==> config.mk <==
export PLATFORM = sky130hd
export DESIGN_NAME = fifo_sched
export DESIGN_NICKNAME = d
export VERILOG_FILES = /design/src/rtl/fifo_pkg.sv /design/src/rtl/fifo_sched_rr_arbiter.sv /design/src/rtl/fifo_sched.sv
export SDC_FILE = /design/constraint.sdc
export NUM_CORES = 1
export LEC_CHECK = 0
export BUFFER_PORTS_ARGS = -buffer_cell sky130_fd_sc_hd__buf_2
export CAP_MARGIN = 20
export CORE_UTILIZATION = 30
export CTS_CLUSTER_SIZE = 14
export DETAILED_ROUTE_END_ITERATION = 10
export HOLD_SLACK_MARGIN = 0.05
export PLACE_DENSITY = 0.57
export SYNTH_ARGS = -nofsm -noshare
export SYNTH_HDL_FRONTEND = slang
export SYNTH_HIERARCHICAL = 1
export SYNTH_SLANG_ARGS = --single-unit
==> constraint.sdc <==
create_clock -name clk -period 4.5 [get_ports clk]
set_input_delay 0.45 -clock clk [delete_from_list [all_inputs] [get_ports clk]]
set_output_delay 0.45 -clock clk [all_outputs]
set_load 0.005 [all_outputs]
==> src/rtl/fifo_pkg.sv <==
// Shared constants for the FIFO scheduler: data width, FIFO depth and
// the push/pop turn encoding used when both operations compete.
package fifo_pkg;

    localparam int DW    = 8;
    localparam int DEPTH = 10;

    typedef enum logic {
        PUSH_TURN = 1'b0,
        POP_TURN  = 1'b1
    } turn_t;

endpackage

==> src/rtl/fifo_sched_rr_arbiter.sv <==
// Combinational round-robin arbiter: grants the first requester found
// when searching upward from ptr, wrapping modulo NREQ.
module rr_arbiter #(
    parameter  int NREQ = 4,
    localparam int PW   = $clog2(NREQ)
) (
    input  logic [NREQ-1:0] req,
    input  logic [PW-1:0]   ptr,
    output logic [NREQ-1:0] gnt,
    output logic [PW-1:0]   winner
);

    logic found;

    always_comb begin
        gnt    = '0;
        winner = '0;
        found  = 1'b0;
        for (int off = 0; off < NREQ; off++) begin
            if (!found && req[(int'(ptr) + off) % NREQ]) begin
                found                             = 1'b1;
                gnt[(int'(ptr) + off) % NREQ]     = 1'b1;
                winner                            = PW'((int'(ptr) + off) % NREQ);
            end
        end
    end

endmodule

==> src/rtl/fifo_sched.sv <==
// Shares a single-port FIFO between NREQ producers and one stream consumer,
// issuing at most one FIFO operation per cycle and skid-buffering read data.
module fifo_sched
    import fifo_pkg::*;
#(
    parameter int NREQ = 4
) (
    input  logic               clk,
    input  logic               reset,
    input  logic [NREQ-1:0]    req,
    input  logic [NREQ*DW-1:0] req_data,
    output logic [NREQ-1:0]    gnt,
    output logic               out_valid,
    output logic [DW-1:0]      out_data,
    input  logic               out_ready,
    output logic               fifo_clear,
    output logic               fifo_push,
    output logic               fifo_pop,
    output logic [DW-1:0]      fifo_data_in,
    input  logic [DW-1:0]      fifo_data_out,
    input  logic               fifo_full,
    input  logic               fifo_empty
);

    localparam int PW = $clog2(NREQ);

    logic [PW-1:0]   rr_ptr;
    logic [PW-1:0]   winner;
    logic [NREQ-1:0] arb_gnt;
    turn_t           turn;
    turn_t           turn_nxt;
    logic            pend;
    logic [1:0]      clr_cnt;
    logic [DW-1:0]   skid [2];
    logic            wr_idx;
    logic            rd_idx;
    logic [1:0]      count;
    logic [1:0]      count_after;
    logic            accept;
    logic            push_cand;
    logic            pop_cand;
    logic            do_push;
    logic            do_pop;

    rr_arbiter #(.NREQ(NREQ)) u_arb (
        .req    (req),
        .ptr    (rr_ptr),
        .gnt    (arb_gnt),
        .winner (winner)
    );

    assign out_valid   = (count != 2'd0);
    assign out_data    = out_valid ? skid[rd_idx] : '0;
    assign accept      = out_valid && out_ready;
    assign count_after = count - {1'b0, accept};

    // The pop reservation counts the word still in flight from the FIFO, so
    // the skid buffer can never be asked to hold a third entry.
    always_comb begin
        push_cand    = (|req) && !fifo_full && !fifo_clear;
        pop_cand     = !fifo_empty && !fifo_clear &&
                       (({1'b0, count_after} + {2'b00, pend}) < 3'd2);
        do_push      = push_cand && (!pop_cand || (turn == PUSH_TURN));
        do_pop       = pop_cand && (!push_cand || (turn == POP_TURN));
        turn_nxt     = turn;
        if (push_cand && pop_cand) begin
            turn_nxt = (turn == PUSH_TURN) ? POP_TURN : PUSH_TURN;
        end
        gnt          = do_push ? arb_gnt : '0;
        fifo_push    = do_push;
        fifo_pop     = do_pop;
        fifo_data_in = do_push ? req_data[int'(winner)*DW +: DW] : '0;
    end

    always_ff @(posedge clk or negedge reset) begin
        if (!reset) begin
            rr_ptr     <= '0;
            turn       <= PUSH_TURN;
            pend       <= 1'b0;
            clr_cnt    <= 2'd2;
            fifo_clear <= 1'b1;
            skid[0]    <= '0;
            skid[1]    <= '0;
            wr_idx     <= 1'b0;
            rd_idx     <= 1'b0;
            count      <= 2'd0;
        end else begin
            fifo_clear <= (clr_cnt > 2'd1);
            if (clr_cnt != 2'd0) begin
                clr_cnt <= clr_cnt - 2'd1;
            end
            if (do_push) begin
                rr_ptr <= PW'((int'(winner) + 1) % NREQ);
            end
            turn <= turn_nxt;
            pend <= do_pop;
            // FIFO read data is only valid the cycle after the pop edge.
            if (pend) begin
                skid[wr_idx] <= fifo_data_out;
                wr_idx       <= ~wr_idx;
            end
            if (accept) begin
                rd_idx <= ~rd_idx;
            end
            count <= count_after + {1'b0, pend};
        end
    end

endmodule

==> impl_metrics.yaml <==
yosys:
  synth_common_cells: "25 x dfrtp_1, 16 x mux2_2, 12 x nor2_1"
  ys_dominant_reg_cell: "dfrtp_1"
  synth_edf_count: 0
  yosysTopAreaCell: "dfrtp_1"
  synth_seq_cells: 27
  synth_cell_types: 39
  async_reset_ff_share_pct: 100.0
  synth_nets: 221
  netlist_top_cells_area: "dfrtp_1 32%, mux4_2 13%, mux2_2 9.2%"
  synth.most_common_cell: "dfrtp_1"
  yosys_warnings: 6
  syn_avg_cell_area_um2: 12.07
  synthCells: 162
  synth-seq-area-share_pct: 34.68
  synthesis.area_um2: 1956
  synthDominantCellAreaShare_pct: 31.99
timing:
  worst_slack_ns: 0.7295
  max_freq_mhz: 265.2
  fin_crit_sh_pct: 83.79
  worstMarginPinSlew_ns: 0.8344
  tns_ns: 0
  hold_slack_ns: 0.1776
  clock_skew_ns: 0.006226
  period_needed_ns: 3.771
  finalHoldViolCount: 0
  setup_violations: 0
  rsz0062_at_grt: "false"
  finalMaxSlewViolations: 0
  relSlewSlack_pct: 44.37
clock_network:
  ctsHtreeMaxLevel: 1
  numClockSinks: 27
  cts_buffers: 3
  cts_resized: 0
  clk_transition_reported_paths_ns: 0.09
  clockBufferDepth: 2
  clock_latency_ns: 0.26
  cts_root_buf: "clkbuf_8"
  cts_tree: "done"
  cts_setup_buffers: 0
  ctsHoldBuffers: 0
grt:
  grt_max_degree: 28
  antenna_found_initial: 0
  track_usage_pct: 11.37
  grt_overflow: 0
  grt_pass1_vias: 1290
  grt_first_pass_wirelength_mm: 6.037
floorplanning:
  pin_count: 73
  core_um2: 6314
  row_count: 29
  die_w_um: 82.74
  start_util_pct: 30.98
  die_area_um2: 6846
  die_h_um: 82.74
placed_design:
  gp_congestion: 0.8417
  dp_slack_ns: 1.040
  io_buffers: 72
  hpwl_mm: 3.070
worst_setup_path:
  timing.rr.start: "rr_ptr[1]"
  cp-start-kind: "flip-flop"
  cp.arrival_ns: 3.32
  cp_max_fo: 10
  path_cells: "inv_1 > ha_1 > mux4_2 > nor2b_4 > o21ai_1 > and3_1 > o22ai_1 > buf_4 > mux4_2 > and2_1 > buf_2"
  worst_path_max_delay_cell: "dfrtp_1"
  critPathLaunch: "rr_ptr[1]"
  cp_common_cell: "mux4_2"
  crit_path_end_kind: "output port"
  worstSetupPathType: "reg -> out"
  max_stage_delay_ns: 0.56
  cp.required_ns: 4.05
pwr:
  vdd_drop_max_v: 0.0003917
  cellLeakagePower_nw: 1.168
  p_per_area_nw_per_um2: 700.2
  power_w: 0.001714
flow_run:
  maxCapViolCount: 0
hold_path:
  hold_path.class: "in -> async"
finish:
  n_fill_cell: 648
  area_growth_pct: 25.14
  diodes: 0
  drive_gt1_share_pct: 51.91
  nNetsFinal: 295
detailed_routing:
  ant_nets: 0
  routed_via_density: 4.779
  dr.pass1.iters: 4
  wirelength_mm: 3.915
  drt_iter0_drc: 53
  post-route-drc-count: 0
  vias: 1491
  wl_per_cell_um: 12.55
run_status:
  status: "completed"
state kept, by name, summed over array words and instances (netlist names), 2 cells and up:
signal and flops:
skid 16, clr_cnt 2, count 2, rr_ptr 2
cells in the final DEF, fill, tap and decap left out, types with 3 or more instances in the layout:
cell      instances
and2_2            4
mux2_2           16
ha_1             10
buf_2            72
clkbuf_8          3
o21ai_1           6
buf_4             4
mux4_2           11
inv_1             9
nor2_1           12
xor2_1            4
a22oi_1           8
nand2_1           3
and2_1            8
dfrtp_1          25
mux2i_1          11
area by class of cell:
type | count | area, um2 | area share, %
multi-input combinational | 118 | 1199 | 48.98
timing repair buffer | 76 | 390.4 | 15.95
tap | 77 | 96.34 | 3.937
clock buffer | 3 | 41.29 | 1.687
inverter | 10 | 37.54 | 1.534
clock inverter | 1 | 5.005 | 0.2045
sequential | 27 | 678.2 | 27.71
per-stage QoR:
step,util (%),area (um2),std cells
2_1_floorplan,-,1956,162
3_5_place_dp,38.03,2401,308
5_1_grt,38.76,2447,312
3_3_place_gp,38.03,2401,308
6_report,38.76,2447,312
4_1_cts,38.76,2447,312
metal layers:
layer | part of all wire (%) | up-vias | wire length, um | track usage (%)
met5 | 0 | - | 0 | 0
met4 | 0 | 0 | 0 | 3.103
met3 | 2.3 | 0 | 91 | 0.9890
met2 | 53 | 23 | 2091 | 19.18
met1 | 44 | 729 | 1732 | 15.49
li1 | - | 739 | - | -
logic make-up (layout without fill, tap and decap cells):
kind of cell / after synthesis / count (layout) / share of synthesized area (%)
AO/OA/AOI/OAI: 23 / 23 / 8.894
multiplexers: 40 / 40 / 29.62
adder cells (fa/ha/maj): 10 / 10 / 6.398
flip-flops: 27 / 27 / 34.68
XOR/XNOR: 6 / 6 / 2.687
AND/OR/NAND/NOR: 39 / 39 / 13.44
buffers and inverters: 17 / 90 / 4.286
power breakdown:
part	switching (W)	total [W]	leakage, nW	internal [W]
sequential	0.0000900	0.000444	0.318	0.000354
clock	0.0000709	0.000133	0.0255	0.0000618
combinational	0.000503	0.00114	0.824	0.000633
path summary, 6_finish.rpt:
path	end	slack, ns	cells past startpoint
max	fifo_data_in[5]	0.73	11
min	skid[14]	0.18	1
max reg2reg	rr_ptr[1]	1.56	10
min reg2reg	clr_cnt[1]	0.49	2
max in group asynchronous	skid[7]	3.93	1
min in group clk	skid[6]	0.43	2
worst max-delay path: cells and delay by family, from the launching register on:
kind	cells	cell delay (ns)
AO/OA/AOI/OAI	2	0.24
multiplexers	2	0.76
flip-flops	1	0.56
buffers and inverters	3	0.51
adder cells (fa/ha/maj)	1	0.44
AND/OR/NAND/NOR	3	0.55
(Power assumes the default switching activity.)
